`config.mk`:
```
export PLATFORM = sky130hd
export DESIGN_NAME = issue_scheduler
export DESIGN_NICKNAME = d
export VERILOG_FILES = /design/src/rtl/issue_scheduler.sv
export SDC_FILE = /design/constraint.sdc
export NUM_CORES = 1
export LEC_CHECK = 0
export ABC_CLOCK_PERIOD_IN_PS = 4000
export CORE_MARGIN = 2
export CORE_UTILIZATION = 57
export CTS_BUF_LIST = sky130_fd_sc_hd__clkbuf_4
export DETAILED_ROUTE_END_ITERATION = 8
export PLACE_DENSITY = 0.83
export SLEW_MARGIN = 40
export SYNTH_ARGS = -nofsm -noshare
export SYNTH_HDL_FRONTEND = slang
export SYNTH_SLANG_ARGS = --single-unit
```
`constraint.sdc`:
```
create_clock -name clk -period 4 [get_ports clk]
set_input_delay 0.8 -clock clk [delete_from_list [all_inputs] [get_ports clk]]
set_output_delay 0.8 -clock clk [all_outputs]
set_load 0.1 [all_outputs]
```
`src/rtl/issue_scheduler.sv`:
```
// issue_scheduler: FIFO-buffered issue stage that inserts NOP bubbles on RAW hazards
// for a 3-stage core without forwarding, with run/drain control and statistics.
module issue_scheduler #(
    parameter int          FIFO_DEPTH    = 4,
    parameter int          HAZARD_WINDOW = 3,
    parameter logic [15:0] WR_MASK       = 16'h00FF,
    parameter logic [3:0]  NOP_OPCODE    = 4'hF
) (
    input  logic                          clk,
    input  logic                          rst,
    input  logic                          run,
    input  logic                          in_valid,
    input  logic [18:0]                   in_instr,
    output logic                          in_ready,
    output logic [18:0]                   instruccion,
    output logic                          issue_valid,
    output logic                          busy,
    output logic                          drain_done,
    output logic [$clog2(FIFO_DEPTH):0]   fifo_count,
    output logic [15:0]                   issue_cnt,
    output logic [15:0]                   stall_cnt
);
    localparam int AW = $clog2(FIFO_DEPTH);
    localparam int SB = HAZARD_WINDOW - 1;
    localparam logic [18:0] NOP  = {NOP_OPCODE, 15'b0};
    localparam logic [AW:0] FULL = (AW + 1)'(FIFO_DEPTH);

    typedef enum logic [1:0] {IDLE, RUN, DRAIN} state_t;

    state_t      state_q, state_d;
    logic [18:0] mem_q [FIFO_DEPTH];
    logic [AW-1:0] wp_q, rp_q;
    logic [AW:0] cnt_q;
    logic [18:0] instr_q;
    logic        valid_q, done_q;
    logic [15:0] icnt_q, scnt_q;
    // each entry is {writes_rf, WA} of a recently issued slot, newest at index 0
    logic [5:0]  sb_q [SB];
    logic [18:0] head;
    logic        empty, push, pop, stall, blocked, wr_any;

    assign head  = mem_q[rp_q];
    assign empty = cnt_q == '0;
    assign push  = in_valid && in_ready;
    assign pop   = state_q == RUN && run && !empty && !blocked;
    assign stall = state_q == RUN && !empty && blocked;

    always_comb begin
        blocked = 1'b0;
        wr_any  = 1'b0;
        for (int i = 0; i < SB; i++) begin
            wr_any  = wr_any | sb_q[i][5];
            blocked = blocked | (sb_q[i][5] &&
                      (sb_q[i][4:0] == head[9:5] || sb_q[i][4:0] == head[4:0]));
        end
    end

    always_comb begin
        state_d = state_q == IDLE ? (run ? RUN : IDLE) :
                  state_q == RUN  ? (run ? RUN : DRAIN) :
                  run ? RUN : (wr_any ? DRAIN : IDLE);
    end

    always_ff @(posedge clk) begin
        if (push) mem_q[wp_q] <= in_instr;
    end

    always_ff @(posedge clk or posedge rst) begin
        if (rst) begin
            state_q <= IDLE;
            wp_q    <= '0;
            rp_q    <= '0;
            cnt_q   <= '0;
            instr_q <= NOP;
            valid_q <= 1'b0;
            done_q  <= 1'b0;
            icnt_q  <= '0;
            scnt_q  <= '0;
            for (int i = 0; i < SB; i++) sb_q[i] <= '0;
        end else begin
            state_q <= state_d;
            wp_q    <= wp_q + AW'(push);
            rp_q    <= rp_q + AW'(pop);
            cnt_q   <= cnt_q + (AW + 1)'(push) - (AW + 1)'(pop);
            instr_q <= pop ? head : NOP;
            valid_q <= pop;
            done_q  <= state_q == DRAIN && state_d == IDLE;
            icnt_q  <= icnt_q + 16'(pop && icnt_q != 16'hFFFF);
            scnt_q  <= scnt_q + 16'(stall && scnt_q != 16'hFFFF);
            sb_q[0] <= pop ? {WR_MASK[head[18:15]], head[14:10]} : 6'b0;
            for (int i = 1; i < SB; i++) sb_q[i] <= sb_q[i-1];
        end
    end

    assign in_ready    = cnt_q != FULL;
    assign instruccion = instr_q;
    assign issue_valid = valid_q;
    assign busy        = state_q != IDLE;
    assign drain_done  = done_q;
    assign fifo_count  = cnt_q;
    assign issue_cnt   = icnt_q;
    assign stall_cnt   = scnt_q;
endmodule

```
After elaboration in Yosys (flattened, before gate mapping)
Memory sizes are Yosys's and may differ from the RTL's. Index checks and enable logic that the tools add are counted.

Bits in writable memories: 76. Output and inout bits: 58. Input bits: 23. Memory bits (read-only): 16. Memories kept: 2. Latch bits: 0. Flip-flop bits (word level): 74.

Muxes and demuxes: 11. $mul: 0. Magnitude comparators: 1. Reduce and logical (&&, ||, !) cells: 19. Bitwise logic cells: 2. Div/mod/pow operators: 0. Shift-type cells: 0. Eq/ne operators: 9. Add/subtract/negate cells: 6.

Memory list: mem_q (words 4, width 19, read ports 1, clocked after memory_dff 0, write ports 1, line 31) `logic [18:0] mem_q [FIFO_DEPTH];`; (no name shown) (words 16, width 1, read ports 1, clocked after memory_dff 0, write ports 0, line 90) `sb_q[0] <= pop ? {WR_MASK[head[18:15]], head[14:10]} : 6'b0;`.

Operators with widths (number): 16-bit by 1-bit adder with 16-bit output (2); 16-bit != test, second input constant (2); 5-bit == test (4); 19-bit 2-to-1 mux (1); 1-bit logical AND (11); 2-bit 2-to-1 mux (5); 6-bit 2-to-1 mux (1); 4-bit by 5-bit < comparator with 1-bit output, second input constant (1); 2-bit by 1-bit adder with 2-bit output (2); 2-bit logical NOT (2); 1-bit 2-to-1 mux (4); 3-bit by 1-bit adder with 3-bit output (1); 3-bit logical NOT (1); 3-bit != test, second input constant (1); 3-bit by 1-bit subtractor with 3-bit output (1); 2-bit by 1-bit == test with 1-bit output, second input constant (1); 2-bit == test, second input constant (1); 1-bit logical NOT (2); 1-bit logical OR (2); 1-bit OR (2); 2-bit nonzero test (1).

Depth between registers and ports, before layout
Gate-level depths: netlist of the first run. An unclocked memory read counts as a cell.

Depth after elaboration: 9. Gate-level depth with buffers: 16. Depth with buffers taken out: 12.

Worst setup path before layout of the first run
No wires, ideal clock.

Path type: register to register. From: reg cnt_q[0], in the netlist fifo_count[0]. To: mem mem_q[0][0], enable pin. Setup slack: 0.261 ns. Path buffers: 0. Stages on the path, launching flop included: 5. Period minus slack after synthesis: 3.739 ns. Arrival: 3.320 ns. Cell sequence: dfrtp_1 -> nor2_1 -> nand2_1 -> nand2_1 -> nor3_1.

Cells in the longest elaborated chain, start to end: 4.

RTL lines: start: declaration (line 33) `logic [AW:0] cnt_q;`; start signal: assignment (line 84) `cnt_q <= cnt_q + (AW + 1)'(push) - (AW + 1)'(pop);`; 3-bit != test (line 95) `assign in_ready = cnt_q != FULL;`; via in_ready (line 14) `output logic in_ready,`; 1-bit logical AND (line 44) `assign push = in_valid && in_ready;`; 1-bit 2-to-1 mux (line 65) `if (push) mem_q[wp_q] <= in_instr;`; 1-bit 2-to-1 mux (implied by the code) (line 65); end: declaration (line 31).

The timed path passes the listed nets, and every way through them passes these cells.

Worst setup path in the final report of the first run
From: reg rp_q[0]. To: reg scnt_q[10], in the netlist stall_cnt[10].

Cells in the longest elaborated chain, start to end: 8. Elaborated cells on any way between the ends: 13. Classes of those cells: add/sub: 1; eq/ne: 4; bitwise: 1; reduce/logical: 6; memory: 1.

RTL lines: start: declaration (line 32) `logic [AW-1:0] wp_q, rp_q;`; start signal: assignment (line 83) `rp_q <= rp_q + AW'(pop);`; memory 4 x 19 bit (*); 5-bit == test (line 54) `(sb_q[i][4:0] == head[9:5] || sb_q[i][4:0] == head[4:0]));`; 1-bit logical OR (line 54); 1-bit logical AND (line 53) `blocked = blocked | (sb_q[i][5] &&`; 1-bit OR (*) (line 53); 1-bit logical AND (*) (line 46) `assign stall = state_q == RUN && !empty && blocked;`; 1-bit logical AND (*) (line 89) `scnt_q <= scnt_q + 16'(stall && scnt_q != 16'hFFFF);`; 16-bit by 1-bit adder with 16-bit output (*) (line 89); end signal: assignment (line 89); end: declaration (line 36) `logic [15:0] icnt_q, scnt_q;`.

Every way passes the cells marked *; elsewhere a longest branch is shown, timed or not.

==> flow_summary.ini, run 1 <==
[drt]
drtIter0Drc = 166
post_drt_wl_per_cell_um = 16.9
totalWireLength_um = 10600
via_count = 3336
vias_per_cell = 5.31
ant_nets = 0
drtPass1Iterations = 7
route.detailed.drc = 0

[yosys]
syn_area_um2 = 5870
synth_largest_area_cell = edfxtp_1
synth_cells = 386
ys_warn_count = 0
ys_ff_latch = 145
async_flop_share = 0.476
synth_edf_count = 76
yosysUniqueCellTypes = 35
yosysSeqAreaShare = 0.684
yosys_most_used_dff = edfxtp_1
synthesis.area_per_instance_um2 = 15.2
syn-num-nets = 419
synth_top_area_share = 0.389
synthTopCellsByArea = edfxtp_1 39%, dfrtp_1 28%, mux4_2 6.1%

[grt]
grt_max_degree = 32
grt_first_pass_wirelength_um = 17200
overflow = 0
busiest_layer = met2
grt_pass1_vias = 3423
grtUsageMet2 = 0.332
use_met1 = 0.273
use_met3 = 0.0631
track_usage = 0.207
antenna_found_initial = 0

[sta]
maxSlewHeadroom = 0.584
whs_ns = 0.451
period_share = 0.905
tightest_slew_ns = 0.623
slew_viol_final = 0
setup_viol = 0
max_freq_ghz = 0.276
min_period_ns = 3.62
hold_viol_final = 0
rsz0062_at_grt = false
fin_skew_ns = 0.0209
tns_ns = 0

[clock_tree]
cts_resized = 0
cts_tree = done
clkSlewWorstSetupHoldPaths_ns = 0.13
cts_made_buffers = 17
hold_buffers = 0
htreeDepth = 4
cts_root_buffer = clkbuf_4
clk_path_buf_depth = 2
clock_latency_ns = 0.54
postCtsSetupRepairBufs = 0
clock_sinks = 145

[floorplan]
coreArea_um2 = 10100
ios = 81
num_rows = 37
floorplan.die_area_um2 = 11100
start_util = 0.579
die_h_um = 105
die_w_um = 105

[layout]
area_growth_syn_to_layout_pct = 16.5
final_cell_mix = 76 x edfxtp_1, 64 x dfrtp_1, 58 x buf_2, 34 x nand2_1, 29 x xnor2_1
nNetsFinal = 512
layout-drive-gt1-share = 0.252
antenna_cells = 0
final_common_cell = edfxtp_1

[power]
ir_drop_v = 0.000352
p_leak_nw = 2.91
p_per_area_nw_per_um2 = 689

[setup_path]
r2r_cells = 13
crit_required_ns = 4.47
critPathMaxFanout = 13
cp-start-kind = register
cp.arrival_ns = 4.09
worst-r2r-setup-slack_ns = 0.38
end_kind = register
crit_type = register to register

[job]
maxCapViolCount = 0

[place]
gp_congestion = 0.863
dp_hpwl_um = 7440
port_buffers = 80

[worst_hold_path]
whs_path_depth = 1
hold_path.class = register to register

[run_status]
status = complete, no violations
final cells by class:
cell class                      count  area [um2]
Sequential cell                   145        4020
Fill cell                         710        3300
Multi-Input combinational cell    219        1730
Timing Repair Buffer               90         586
Tap cell                          136         170
Clock inverter                     13         168
Clock buffer                       19         143
Inverter                            6        22.5
Yosys cell counts (2+ instances only):
library cell and number:
edfxtp_1 76, dfrtp_1 65, nand2_1 34, xnor2_1 29, nor2_1 28, xor2_1 25, mux4_2 16, nor3_1 14
nand3_1 13, ha_1 9, nand4_1 9, mux2i_1 7, or3_1 7, inv_1 6, and3_1 5, buf_4 5
and2_1 4, dfstp_2 4, buf_2 3, buf_6 3, clkbuf_1 3, o21ai_0 3, a211oi_1 2, buf_1 2
mux4_1 2, nor2b_1 2, nor4_1 2
power by group:
group	internal [W]	leakage, nW	switching, W
registers	0.00187	1.61	0.000188
clock network	0.000500	0.167	0.000490
logic	0.000512	1.13	0.00115
total	0.00288	2.91	0.00183
per-stage QoR:
| stage | util | cells | cell area, um2 | setup WS, ns | total power [W] |
|---|---|---|---|---|---|
| 5_1_grt | 0.674 | 628 | 6840 | 0.0940 | 0.00492 |
| 4_1_cts | 0.674 | 628 | 6840 | 0.281 | 0.00474 |
| 3_3_place_gp | 0.672 | 596 | 6810 | 0.347 | 0.00380 |
| 3_5_place_dp | 0.644 | 596 | 6530 | 0.319 | 0.00376 |
| 6_report | 0.674 | 628 | 6840 | 0.381 | 0.00471 |
| 2_1_floorplan | - | 386 | 5870 | 0.261 | 0.00341 |
sequential cells by signal, summed over array words and instances, names as in the netlist:
register	flops
state_q	2
rp_q	2
issue_valid	1
mem_q	76
issue_cnt	16
fifo_count	3
wp_q	2
instruccion	14
sb_q	12
drain_done	1
stall_cnt	16
layer usage:
metal	vias up	part of all wire
met3	11	0.063
met1	1636	0.43
li1	1579	-
met5	-	0
met4	0	0.011
met2	110	0.49
critical path, stage by stage, from the launching register on:
cell,delay [ns]
dfrtp_1,0.37
buf_4,0.26
mux4_1,0.66
xor2_1,0.17
nor4_1,0.29
and3_1,0.18
nand4b_2,0.23
buf_4,0.25
o311a_1,0.19
ha_1,0.20
ha_1,0.25
nand2_1,0.14
nor3_1,0.19
xor2_1,0.17
path summary, 6_finish.rpt:
path	start	to
worst max-delay path	rp_q[0]$_DFF_PP0_	stall_cnt[10]$_DFF_PP0_
worst min-delay path	state_q[0]$_DFF_PP0_	drain_done$_DFF_PP0_
worst max register to register	rp_q[0]$_DFF_PP0_	stall_cnt[10]$_DFF_PP0_
worst min register to register	state_q[0]$_DFF_PP0_	drain_done$_DFF_PP0_
max in group asynchronous	rst	instruccion[15]$_DFF_PP1_
min in group asynchronous	rst	fifo_count[1]$_DFF_PP0_
cells by family after synthesis:
logic type | after synthesis | synth area share
AND/OR/NAND/NOR | 123 | 0.101
AO/OA/AOI/OAI | 7 | 0.00767
adder cells (fa/ha/maj) | 10 | 0.0226
buffers and inverters | 22 | 0.0217
flip-flops | 145 | 0.684
multiplexers | 25 | 0.0823
XOR/XNOR | 54 | 0.0806
(Power assumes the default switching activity.)
==> run 2, diff against run 1 <==
--- a/config.mk
+++ b/config.mk
@@ -10,7 +10,7 @@
 export CORE_UTILIZATION = 57
 export CTS_BUF_LIST = sky130_fd_sc_hd__clkbuf_4
 export DETAILED_ROUTE_END_ITERATION = 8
-export PLACE_DENSITY = 0.83
+export PLACE_DENSITY_LB_ADDON = 0.08
 export SLEW_MARGIN = 40
 export SYNTH_ARGS = -nofsm -noshare
 export SYNTH_HDL_FRONTEND = slang
==> constraint.sdc (replaced) <==
create_clock -name clk -period 4 [get_ports clk]
set_input_delay 0.8 -clock clk [delete_from_list [all_inputs] [get_ports clk]]
set_output_delay 0.8 -clock clk [all_outputs]
set_load 0.005 [all_outputs]
==> flow_summary.ini, run 2 (same netlist as run 1, synthesis figures left out) <==
[layout]
antenna_cells = 0
fillers = 706
top_register = mem_q
final_cell_mix = 80 x clkdlybuf4s50_1, 76 x edfxtp_1, 64 x dfrtp_1, 34 x nand2_1, 29 x xnor2_1
area_growth_syn_to_layout_pct = 20.6
multi_input_area_um2 = 1730
final_common_cell = clkdlybuf4s50_1
register_area_um2 = 4020
largest_register_ff_count = 76
layout-drive-gt1-share = 0.136
nNetsFinal = 513

[job]
maxCapViolCount = 0

[worst_hold_path]
whs_path_depth = 1
hold_start = state_q[0]$_DFF_PP0_
hold_path.class = register to register
hold_end = drain_done$_DFF_PP0_

[clock_tree]
cts_tree = done
htreeDepth = 4
cts_resized = 0
postCtsSetupRepairBufs = 0
clk_path_buf_depth = 2
clkSlewWorstSetupHoldPaths_ns = 0.12
cts_made_buffers = 17
clock_sinks = 145
cts_root_buffer = clkbuf_4
clock_latency_ns = 0.51
hold_buffers = 0

[setup_path]
crit_type = register to register
r2r_start = rp_q[0]$_DFF_PP0_
r2r_end = fifo_count[2]$_DFF_PP0_
cp.arrival_ns = 3.99
worst-r2r-setup-slack_ns = 0.44
end_kind = register
critPathMaxFanout = 14
r2r_cells = 13
cp-start-kind = register
crit_required_ns = 4.42

[drt]
drtIter0Drc = 143
vias_per_cell = 5.38
post_drt_wl_per_cell_um = 16.5
route.detailed.drc = 0
drtPass1Iterations = 4
totalWireLength_um = 10400
via_count = 3387
ant_nets = 0

[grt]
grt_pass1_vias = 3541
overflow = 0
grt_max_degree = 53
track_usage = 0.203
grt_first_pass_wirelength_um = 17300
antenna_found_initial = 0

[sta]
tightest_slew_ns = 0.606
fin_skew_ns = 0.0217
worst_slack_ns = 0.440
slew_viol_final = 0
setup_viol = 0
max_freq_ghz = 0.281
hold_viol_final = 0
maxSlewHeadroom = 0.596
tns_ns = 0
min_period_ns = 3.56
period_share = 0.890
rsz0062_at_grt = false

[place]
dp_hpwl_um = 7340
port_buffers = 80
place_ws_ns = 0.416
gp_congestion = 0.827

[power]
p_per_area_nw_per_um2 = 564
ir_drop_v = 0.000312
p_leak_nw = 2.79

[floorplan]
coreArea_um2 = 10100
die_w_um = 105
ios = 81
die_h_um = 105
floorplan.die_area_um2 = 11100
num_rows = 37
start_util = 0.579

[run_status]
status = complete, no violations
==> run 2: stage by stage <==
step	utilization	hold slack (ns)	cells	cell area [um2]	power [W]
after floorplan	-	0.373	386	5870	0.00279
after global placement	0.673	0.430	597	6820	0.00320
after detailed placement	0.673	0.436	597	6820	0.00324
after CTS	0.698	0.452	629	7070	0.00404
after global routing	0.698	0.480	629	7080	0.00423
final	0.698	0.466	629	7080	0.00399
==> run 2: worst max path at each step <==
stage | startpoint | end | cells past startpoint
finish | rp_q[0]$_DFF_PP0_ | fifo_count[2]$_DFF_PP0_ | 13
global route | rp_q[0]$_DFF_PP0_ | stall_cnt[10]$_DFF_PP0_ | 13
floorplan | rp_q[0]$_DFF_PP0_ | fifo_count[2]$_DFF_PP0_ | 15
detailed placement | rp_q[1]$_DFF_PP0_ | fifo_count[2]$_DFF_PP0_ | 12
CTS | rp_q[1]$_DFF_PP0_ | fifo_count[2]$_DFF_PP0_ | 12
global placement | rp_q[1]$_DFF_PP0_ | fifo_count[2]$_DFF_PP0_ | 12
==> run 2: layout make-up <==
type,instances,share of cell area
clock buffers,17,0.0180
clock inverters,15,0.0173
inverters,6,0.00354
multi-input cells,219,0.245
flip-flops and latches,145,0.567
well taps,136,0.0240
repair buffers,91,0.125
==> run 2: per-layer routing <==
layer  vias up  GRT usage  wire length [um]
met2        98      0.340              5350
met4         0     0.0657                76
met1      1708      0.262              4460
li1       1575          -                 -
met5         -          0                 0
met3         6     0.0526               475
==> run 2: where the power goes <==
group          switching [W]  total [W]  internal [W]
Clock               0.000547   0.000807      0.000260
Sequential          0.000200    0.00206       0.00186
Combinational       0.000526    0.00112      0.000595
==> run 2: critical path, stage by stage (launching register included) <==
cell and delay, ns:
dfrtp_1 0.44, buf_4 0.33, mux4_1 0.68, xor2_1 0.18, nor4_1 0.21, and3_1 0.17
nand4b_2 0.16, nor2_1 0.10, ha_1 0.29, inv_1 0.04, ha_1 0.18, fa_1 0.38
xnor2_1 0.18, xnor2_1 0.13
